<file path="src/rtl/fetch_stage.sv">
// Instruction fetch: owns the PC, drives imem address, registers the fetched word into IF/ID (one-edge latency).
// Backpressure: stall_i freezes PC and IF/ID; flush_i redirects PC and loads a bubble; start_i=0 idles with bubbles.
module fetch_stage #(
    parameter logic [31:0] RESET_PC    = 32'h0000_0000,
    parameter logic [31:0] BUBBLE_INST = 32'h0000_0000,
    parameter int          CNT_W       = 16
) (
    input  logic             clk_i,
    input  logic             rst_i,
    input  logic             start_i,
    input  logic             stall_i,
    input  logic             flush_i,
    input  logic [31:0]      branch_target_i,
    output logic [31:0]      imem_addr_o,
    input  logic [31:0]      imem_data_i,
    output logic [31:0]      pc_o,
    output logic [31:0]      inst_o,
    output logic             valid_o,
    output logic [CNT_W-1:0] fetch_count_o,
    output logic [CNT_W-1:0] flush_count_o
);

    logic [31:0] pc;

    assign imem_addr_o = pc;

    always_ff @(posedge clk_i) begin
        if (rst_i) begin
            pc            <= {RESET_PC[31:2], 2'b00};
            pc_o          <= 32'h0000_0000;
            inst_o        <= BUBBLE_INST;
            valid_o       <= 1'b0;
            fetch_count_o <= '0;
            flush_count_o <= '0;
        end else if (!start_i) begin
            pc_o    <= 32'h0000_0000;
            inst_o  <= BUBBLE_INST;
            valid_o <= 1'b0;
        end else if (flush_i) begin
            // Redirect wins over a concurrent stall; the target is forced word-aligned.
            pc      <= {branch_target_i[31:2], 2'b00};
            pc_o    <= 32'h0000_0000;
            inst_o  <= BUBBLE_INST;
            valid_o <= 1'b0;
            if (~&flush_count_o) begin
                flush_count_o <= flush_count_o + 1'b1;
            end
        end else if (!stall_i) begin
            pc      <= pc + 32'd4;
            pc_o    <= pc;
            inst_o  <= imem_data_i;
            valid_o <= 1'b1;
            if (~&fetch_count_o) begin
                fetch_count_o <= fetch_count_o + 1'b1;
            end
        end
    end

endmodule

</file>
<file path="config.mk">
export PLATFORM = sky130hd
export DESIGN_NAME = fetch_stage
export DESIGN_NICKNAME = d
export VERILOG_FILES = /design/src/rtl/fetch_stage.sv
export SDC_FILE = /design/constraint.sdc
export NUM_CORES = 1
export LEC_CHECK = 0
export BUFFER_PORTS_ARGS = -buffer_cell sky130_fd_sc_hd__buf_2
export CAP_MARGIN = 25
export CORE_ASPECT_RATIO = 2
export CORE_MARGIN = 4
export CORE_UTILIZATION = 50
export DETAILED_ROUTE_END_ITERATION = 8
export GPL_TIMING_DRIVEN = 1
export HOLD_SLACK_MARGIN = 0.03
export PLACE_DENSITY = 0.8
export SETUP_SLACK_MARGIN = 0.02
export SLEW_MARGIN = 30
export SYNTH_ARGS = -nofsm -noshare
export SYNTH_HDL_FRONTEND = slang
export SYNTH_SLANG_ARGS = --single-unit
export TNS_END_PERCENT = 10
</file>
<file path="constraint.sdc">
create_clock -name clk_i -period 2.6 [get_ports clk_i]
set_clock_uncertainty 0.05 [all_clocks]
set_input_delay 0.13 -clock clk_i [delete_from_list [all_inputs] [get_ports clk_i]]
set_output_delay 0.13 -clock clk_i [all_outputs]
set_load 0.01 [all_outputs]
</file>
==> run summary, run 1 <==
CTS buffer count - 17
vias per cell - 5.67
Max Freq - 428 MHz
P_leak - 3.52 nW
core box area - 11300 µm²
RSZ-0062 raised after global routing - false
worst reg2reg path depth - 6
clock-pin slew on the worst setup and hold paths - 0.06 ns
Async SR Flop Fraction - 0%
TritonCTS clock tree - done
Slew Viols, Final - 0
layout cells sized above 1 - 27.6%
Crit. Startpoint - imem_addr_o[2]
Setup Crit Path Kind - flip-flop to flip-flop
number of global-route vias before repair - 5878
r2r startpoint - imem_addr_o[2]
YS warnings - 0
CP arrival - 2.56 ns
slew margin rel. - 52.7%
Mapped Area - 5740 µm²
Diodes inserted - 0
crit path capture - imem_addr_o[30]
Top-Level Pins - 198
Cell Chain, Critical Path - ha_1 -> nand4_1 -> or4_1 -> nor3_1 -> mux2i_1 -> o21ai_0
synthesis-stage register bit count - 125
Critical-path top delay cell - or4_1
Die Area - 13400 µm²
Finished Core Util - 69.9%
pin count of the biggest net entering global routing - 41
drc violations - 0
Root Buffer - clkbuf_16
Final Net Count - 958
first-pass GRT wire length - 29200 µm
Setup crit end kind - flip-flop
P per Cell Area - 646 nW/µm²
die width - 83.8 µm
# Max-Cap Violations - 0
Tmin final - 2.33 ns
worst hold path class - input pin to flip-flop
Initial Util - 50.9%
Req. time, crit path - 2.83 ns
hold path start - branch_target_i[4]
initial antenna violation count - 0
Die Y - 160 µm
status - finished, final reports clean
final hold violation count - 0
routability cong. - 0.911
remaining global-route overflow - 0
Total Wirelength - 18100 µm
final cycle utilization of the critical path - 89.8%
drt wl/cell - 17.4 µm
H-Tree Depth - 4
top post-synthesis cells by count - dfxtp_1 (125), nor2_1 (111), mux2i_1 (68)
# setup viols final - 0
count leader, synth - dfxtp_1
largest cells by area after synthesis - dfxtp_1 (44%), mux2i_1 (12%), nor2_1 (7.3%)
sequential share of the synthesized area - 43.6%
CP max stage delay - 0.77 ns
post-synth cell types - 57
Max FO, Critical Path - 10
clock latency on the worst-skew pair - 0.40 ns
CTS Sinks - 125
Pre-Repair DR Iteration Count - 5
count of input and output buffers - 191
Tightest Pin Transition - 0.706 ns
peak supply drop - 529 µV
Syn Inst Count - 658
Overall Global Routing Usage - 26.7%
Post-synth EDFFs - 0
Most used DFF post-synth - dfxtp_1
internal reg-to-reg setup slack - 0.27 ns
top cell type's share of synthesized area - 43.6%
Yosys top cell by area - dfxtp_1
total vias in the final route - 5905
Post-DP HPWL - 12500 µm
post-CTS setup repair buffer count - 0
Area growth, synth to finish - 37.4%
Syn Area/Cell - 8.72 µm²
Critical Path Start Type - flip-flop
Antenna Nets Post-Route - 0
Worst R2R End - imem_addr_o[30]
post-route setup TNS - 0 ns
row cnt - 55
Initial DRC Count - 376
Max clock buf depth - 2
==> through the flow <==
stage | power [mW] | cells | setup WS [ns] | area, µm² | hold slack (ns)
global route | 5.26 | 1041 | 0.0830 | 7890 | 0.0666
finish | 5.10 | 1041 | 0.265 | 7890 | 0.0429
floorplan | 2.29 | 661 | 0.388 | 5750 | 0.204
CTS | 5.12 | 1041 | 0.281 | 7890 | 0.0350
detailed placement | 2.45 | 963 | 0.306 | 6770 | 0.308
global placement | 2.45 | 963 | 0.317 | 6770 | 0.305
==> registers in the layout, indices dropped and copies added (netlist names) <==
register and cells:
imem_addr_o 30, pc_o 30, fetch_count_o 16, flush_count_o 16, inst_o 32, valid_o 1
==> routing by layer <==
metal	up-vias	track usage (%)	routed length, µm
met1	2799	27.4	6560
met4	0	12.8	616
met2	237	49.8	9960
li1	2819	-	-
met3	50	5.90	982
met5	-	0	0
==> worst min path at each step <==
stage	end	slack, ns	cells after the start
floorplan	imem_addr_o[15]	0.20	2
global placement	imem_addr_o[16]	0.31	3
detailed placement	imem_addr_o[16]	0.31	3
CTS	imem_addr_o[4]	0.04	3
global route	imem_addr_o[29]	0.07	4
finish	imem_addr_o[4]	0.04	3
==> what timing repair did <==
item                       4_1_cts  5_1_grt
setup endpoints to repair        0        0
gates resized for setup          0        0
hold buffers                    46        0
hold endpoints to repair        46        0
==> cells in the final DEF (no fill, tap or decap), types with 3 or more instances in the layout <==
cell and n:
a211oi_1 10, a21oi_1 27, a22oi_1 5, a31oi_1 4, and2_1 5, and3_1 14, and4_1 3, buf_2 190
buf_4 15, bufinv_16 5, clkbuf_16 17, clkinv_4 4, conb_1 4, dfxtp_1 125, dlygate4sd3_1 46, ha_1 3
inv_1 10, mux2i_1 68, nand2_1 41, nand3_1 24, nand4_1 22, nor2_1 111, nor3_1 14, nor4_1 18
o211ai_1 10, o21ai_0 16, o22ai_1 4, o311ai_0 5, o31ai_1 5, or3_1 8, or4_1 7, xnor2_1 10
xor2_1 13
==> power breakdown <==
part | switching, mW | leakage, nW | internal (mW)
Sequential | 0.0641 | 1.01 | 1.96
Clock | 0.885 | 0.314 | 1.73
Combinational | 0.238 | 2.19 | 0.213
==> layout make-up <==
type | count | area [µm²]
fillers | 937 | 3400
multi-input cells | 481 | 2990
flip-flops and latches | 125 | 2500
repair buffers | 251 | 1520
clock buffers | 19 | 443
clock inverters | 13 | 214
well taps | 142 | 178
inverters | 10 | 37.5
==> kinds of logic after synthesis <==
| kind of cell | share of synthesized area, % |
|---|---|
| simple gates | 24.1 |
| buf+inv | 4.56 |
| other cells | 0.0653 |
| mux | 12.1 |
| compound gates | 11.4 |
| flops | 43.6 |
| xor+xnor | 3.51 |
| fa+ha+maj | 0.654 |
==> worst max-delay path: cells and delay by family, from the launching register on <==
family                   cells  cell delay, ns
flip-flops                   1            0.33
AND/OR/NAND/NOR              3            1.29
AO/OA/AOI/OAI                1            0.09
adder cells (fa/ha/maj)      1            0.25
multiplexers                 1            0.21
Note: power is estimated with default switching activity, not from simulation.
==> run 2: changes to the inputs <==
==> constraint.sdc (replaced) <==
create_clock -name clk_i -period 2.6 [get_ports clk_i]
set_clock_uncertainty 0.05 [all_clocks]
set_input_delay 0 -clock clk_i [delete_from_list [all_inputs] [get_ports clk_i]]
set_output_delay 0 -clock clk_i [all_outputs]
set_load 0.01 [all_outputs]
==> run 2 against run 1 <==
Effect of this change:
- critical endpoint is now imem_addr_o[22]
- worst hold slack improved by 0.0050 ns
- largest power group unchanged
- global-route usage increased by 1.4 points
- die area unchanged
- total power decreased by 1.9%
- maximum frequency increased by 1.4%
- first-iteration DRC count increased by 15%
- combinational power increased by 6.4%
- routed wire length increased by 3.6%
- sequential share of layout area decreased by 0.61 points
- largest cell class unchanged
- core utilization increased by 1.4 points
- final area increased by 2.0%
- critical path depth decreased by 1
==> run summary, run 2 (synthesis gave the netlist of run 1 again) <==
routability cong. - 0.853 (-6.4%)
TritonCTS clock tree - done
Overall Global Routing Usage - 28.1% (+1.4 points)
post-CTS setup repair buffer count - 0 (unchanged)
Diodes inserted - 0 (unchanged)
Max clock buf depth - 2 (unchanged)
Critical Path Start Type - flip-flop
placed cell count - 964 (+0.10%)
status - finished, final reports clean
Die Area - 13400 µm² (unchanged)
layout cells sized above 1 - 27.1% (-0.46 points)
Max Freq - 434 MHz (+1.4%)
CTS buffer count - 17 (unchanged)
peak supply drop - 523 µV (-1.2%)
clock latency on the worst-skew pair - 0.41 ns (about the same)
slew margin rel. - 55.6% (+2.9 points)
worst reg2reg path depth - 5 (-1)
Finished Layout Cells - 1060 (+1.8%)
die width - 83.8 µm (unchanged)
final cycle utilization of the critical path - 88.6% (-1.2 points)
r2r startpoint - imem_addr_o[2]
drt wl/cell - 17.7 µm (+1.7%)
Initial Util - 50.9% (unchanged)
fill count - 907 (-3.2%)
Biggest register - inst_o
Finished Core Util - 71.3% (+1.4 points)
most common library cell in the layout ignoring fill and taps - buf_2
drc violations - 0 (unchanged)
total power - 5.00 mW (-1.9%)
CTS Sinks - 125 (unchanged)
internal reg-to-reg setup slack - 0.30 ns (+0.03 ns)
Max FO, Critical Path - 10 (unchanged)
H-Tree Depth - 4 (unchanged)
initial antenna violation count - 0 (unchanged)
P per Cell Area - 622 nW/µm² (-3.8%)
commonest non-fill, non-tap cells in the layout - buf_2 (190), dfxtp_1 (125), nor2_1 (111), mux2i_1 (68), dlygate4sd3_1 (64)
placed inst area - 6780 µm² (+0.11%)
P_leak - 3.58 nW (+1.8%)
pin count of the biggest net entering global routing - 41 (unchanged)
Area growth, synth to finish - 40.1%
Setup crit end kind - flip-flop
RSZ-0062 raised after global routing - false
Top-Level Pins - 198 (unchanged)
core box area - 11300 µm² (unchanged)
worst hold slack - 0.0479 ns (+0.00499 ns)
CP arrival - 2.55 ns (about the same)
Tightest Pin Transition - 0.666 ns (-0.0405 ns)
Hold Buf Count CTS - 64 (+39%)
# Max-Cap Violations - 0 (unchanged)
Total Wirelength - 18800 µm (+3.6%)
worst slack, placed - 0.339 ns (+0.0324 ns)
number of global-route vias before repair - 6135 (+4.4%)
Die Y - 160 µm (unchanged)
Setup Crit Path Kind - flip-flop to flip-flop
remaining global-route overflow - 0 (unchanged)
Root Buffer - clkbuf_16
Largest register FFs - 32 (unchanged)
Initial DRC Count - 434 (+15%)
cts repair resizes - 0 (unchanged)
# setup viols final - 0 (unchanged)
vias per cell - 5.68 (+0.15%)
Worst R2R End - imem_addr_o[22]
post-route setup TNS - 0 ns (unchanged)
Req. time, crit path - 2.84 ns (about the same)
clock-pin slew on the worst setup and hold paths - 0.05 ns (about the same)
Antenna Nets Post-Route - 0 (unchanged)
Slew Viols, Final - 0 (unchanged)
final hold violation count - 0 (unchanged)
Pre-Repair DR Iteration Count - 5 (unchanged)
final instance area - 8040 µm² (+2.0%)
crit path capture - imem_addr_o[22]
worst setup margin - 0.297 ns (+0.0322 ns)
Final Net Count - 977 (+2.0%)
Post-DP HPWL - 12400 µm (-0.71%)
first-pass GRT wire length - 30600 µm (+4.9%)
Tmin final - 2.30 ns (-0.0322 ns)
row cnt - 55 (unchanged)
worst hold path class - input pin to flip-flop
count of input and output buffers - 191 (unchanged)
total vias in the final route - 6022 (+2.0%)
Crit. Startpoint - imem_addr_o[2]
run 2: how the worst min path moves through the flow:
stage / from / end / slack [ns] / cells after the start
2_1_floorplan: branch_target_i[15] / imem_addr_o[15] / 0.07 / 2
3_3_place_gp: branch_target_i[16] / imem_addr_o[16] / 0.18 / 3
3_5_place_dp: branch_target_i[16] / imem_addr_o[16] / 0.18 / 3
4_1_cts: flush_i / imem_addr_o[21] / 0.03 / 3
5_1_grt: branch_target_i[14] / imem_addr_o[14] / 0.1 / 4
6_report: branch_target_i[14] / imem_addr_o[14] / 0.05 / 4
run 2: area by class of cell:
class	instances	area (µm²)	area share, %
Multi-Input combinational cell	481	2990	37.2
Sequential cell	125	2500	31.1
Timing Repair Buffer	270	1710	21.3
Clock buffer	18	429	5.34
Clock inverter	14	195	2.43
Tap cell	142	178	2.21
Inverter	10	37.5	0.467
run 2: layer usage:
| metal | wire (µm) | GRT usage [%] | share of wire [%] |
|---|---|---|---|
| met5 | 0 | 0 | 0 |
| met4 | 894 | 15.4 | 4.8 |
| met3 | 1150 | 6.63 | 6.1 |
| met2 | 10300 | 51.5 | 55 |
| met1 | 6440 | 28.6 | 34 |
run 2: report_power, final:
| part | internal [mW] | switching, mW |
|---|---|---|
| registers | 1.96 | 0.0630 |
| clock network | 1.60 | 0.893 |
| logic | 0.231 | 0.248 |
| total | 3.80 | 1.20 |
run 2: critical path: stages, from the launching register on:
cell	delay, ns
dfxtp_1	0.34
ha_1	0.25
nand4_1	0.20
or4_1	0.76
and3_1	0.26
or3_1	0.33
==> run 3: changes to the inputs <==
PLACE_DENSITY = 0.84   (was 0.8)
==> run 3 against run 2 <==
Effect of this change:
- global-route usage is 0.076 points lower
- highest routed layer unchanged
- count of clock-buffer cells in the layout up 3
- sequential power about the same
- critical path depth is the same
- register-to-register slack about the same
==> run summary, run 3 (synthesis gave the netlist of run 1 again) <==
pin count of the biggest net entering global routing - 64 (+56%)
cts repair resizes - 0 (unchanged)
Die Y - 160 µm (unchanged)
clock share of power - 46.6% (-3.3 points)
area of the multi-input gates - 2990 µm² (unchanged)
fill count - 894 (-1.4%)
Diodes inserted - 0 (unchanged)
Final Net Count - 977 (unchanged)
# Max-Cap Violations - 0 (unchanged)
Critical Path Start Type - flip-flop
Antenna Nets Post-Route - 0 (unchanged)
Critical-path top delay cell - or4_1
Req. time, crit path - 2.83 ns (about the same)
Max Freq - 435 MHz (+0.15%)
Cell Chain, Critical Path - ha_1 -> nand4_1 -> or4_1 -> and3_1 -> or3_1
Tmin final - 2.30 ns (-0.00338 ns)
total vias in the final route - 6031 (+0.15%)
Top-Level Pins - 198 (unchanged)
Max clock buf depth - 2 (unchanged)
Max FO, Critical Path - 10 (unchanged)
Finished Core Util - 70.6% (-0.70 points)
commonest non-fill, non-tap cells in the layout - buf_2 (190), dfxtp_1 (125), nor2_1 (111), mux2i_1 (68), dlygate4sd3_1 (64)
drt wl/cell - 17.8 µm (+0.35%)
slew margin rel. - 53.5% (-2.1 points)
post-CTS setup repair buffer count - 0 (unchanged)
CP Buf/Inv Count - 0 (unchanged)
CP arrival - 2.53 ns (-0.02 ns)
CP max stage delay - 0.76 ns (about the same)
# setup viols final - 0 (unchanged)
routability cong. - 0.889 (+4.3%)
post-route setup TNS - 0 ns (unchanged)
remaining global-route overflow - 0 (unchanged)
Biggest register - inst_o
core box area - 11300 µm² (unchanged)
Root Buffer - clkbuf_16
Switching Power - 1.17 mW (-3.1%)
Total Wirelength - 18800 µm (+0.35%)
status - finished, final reports clean
Post-DP HPWL - 12400 µm (about the same)
family with the most delay on the worst path - simple AND/OR/NAND/NOR gates
Setup crit end kind - flip-flop
Setup Crit Path Kind - flip-flop to flip-flop
worst slack, placed - 0.335 ns (-0.00309 ns)
P_leak - 3.55 nW (-0.88%)
logic gate share of total power - 10.2% (+0.6 points)
peak supply drop - 528 µV (+0.99%)
H-Tree Depth - 4 (unchanged)
worst setup margin - 0.301 ns (+0.00338 ns)
TritonCTS clock tree - done
P per Cell Area - 589 nW/µm² (-5.2%)
Initial Util - 50.9% (unchanged)
final cycle utilization of the critical path - 88.4% (-0.13 points)
sequential share of power - 43.2% (+2.7 points)
Pre-Repair DR Iteration Count - 5 (unchanged)
FF/Latch Area - 2500 µm² (unchanged)
Tightest Pin Transition - 0.697 ns (+0.0316 ns)
row cnt - 55 (unchanged)
count of input and output buffers - 191 (unchanged)
CTS buffer count - 17 (unchanged)
Overall Global Routing Usage - 28.0% (-0.076 points)
clock latency on the worst-skew pair - 0.40 ns (about the same)
worst hold path class - input pin to flip-flop
internal reg-to-reg setup slack - 0.30 ns (about the same)
drc violations - 0 (unchanged)
first-pass GRT wire length - 30500 µm (-0.23%)
most common library cell in the layout ignoring fill and taps - buf_2
Sw Ratio - 24.9% (+0.80 points)
Slew Viols, Final - 0 (unchanged)
Die Area - 13400 µm² (unchanged)
clock-pin slew on the worst setup and hold paths - 0.06 ns (about the same)
Area growth, synth to finish - 38.8%
vias per cell - 5.69 (+0.15%)
initial antenna violation count - 0 (unchanged)
Largest register FFs - 32 (unchanged)
final hold violation count - 0 (unchanged)
CTS Sinks - 125 (unchanged)
number of global-route vias before repair - 6066 (-1.1%)
Initial DRC Count - 477 (+9.9%)
Internal Power - 3.53 mW (-7.1%)
die width - 83.8 µm (unchanged)
layout cells sized above 1 - 26.9% (-0.22 points)
RSZ-0062 raised after global routing - false
==> run 3: cell types whose count changed in the layout (fill, tap and decap cells not counted), sizes merged <==
cell / change
clkinvlp: -1
bufinv: -3
clkinv: +1
clkbuf: +3
==> run 3: final timing paths <==
kind / startpoint / end / cells after the start
max: imem_addr_o[2] / imem_addr_o[22] / 5
min: branch_target_i[14] / imem_addr_o[14] / 5
max reg2reg: imem_addr_o[2] / imem_addr_o[22] / 5
min reg2reg: valid_o / valid_o / 2
==> run 3: cell type report <==
class,instances,share of cell area [%]
Sequential cell,125,31.4
Inverter,10,0.471
Clock inverter,11,1.19
Tap cell,142,2.23
Clock buffer,21,5.66
Multi-Input combinational cell,481,37.5
Timing Repair Buffer,270,21.5
==> run 3: what timing repair did <==
item	4_1_cts	5_1_grt
endpoints found under the hold margin	63	0
setup endpoints to repair	0	0
hold buffers	64	0
==> run 3: stage by stage <==
stage	total power [mW]	hold WS, ns	instance area, µm²	cells
global placement	2.45	0.167	6780	964
detailed placement	2.45	0.169	6780	964
floorplan	2.29	0.0742	5750	661
finish	4.69	0.0526	7960	1060
global route	4.85	0.0577	7960	1060
CTS	4.71	0.0397	7960	1060
==> run 3: power by group through the flow <==
stage	combinational (mW)	clock, mW	sequential (mW)
2_1_floorplan	0.223	0	2.07
3_3_place_gp	0.385	0	2.06
3_5_place_dp	0.391	0	2.06
4_1_cts	0.470	2.22	2.02
5_1_grt	0.518	2.30	2.03
6_report	0.480	2.19	2.03
==> run 3: worst reg2reg max path: stages, from the launching register on <==
cell	delay [ns]
dfxtp_1	0.33
ha_1	0.25
nand4_1	0.20
or4_1	0.76
and3_1	0.26
or3_1	0.33
==> run 3: layer usage <==
layer	routed length (µm)	global-route usage (%)	vias up	share of wire, %
met5	0	0	-	0
met4	814	14.5	0	4.3
met3	1120	5.59	67	6.0
met2	10300	52.5	263	55
met1	6610	28.4	2842	35
li1	-	-	2859	-
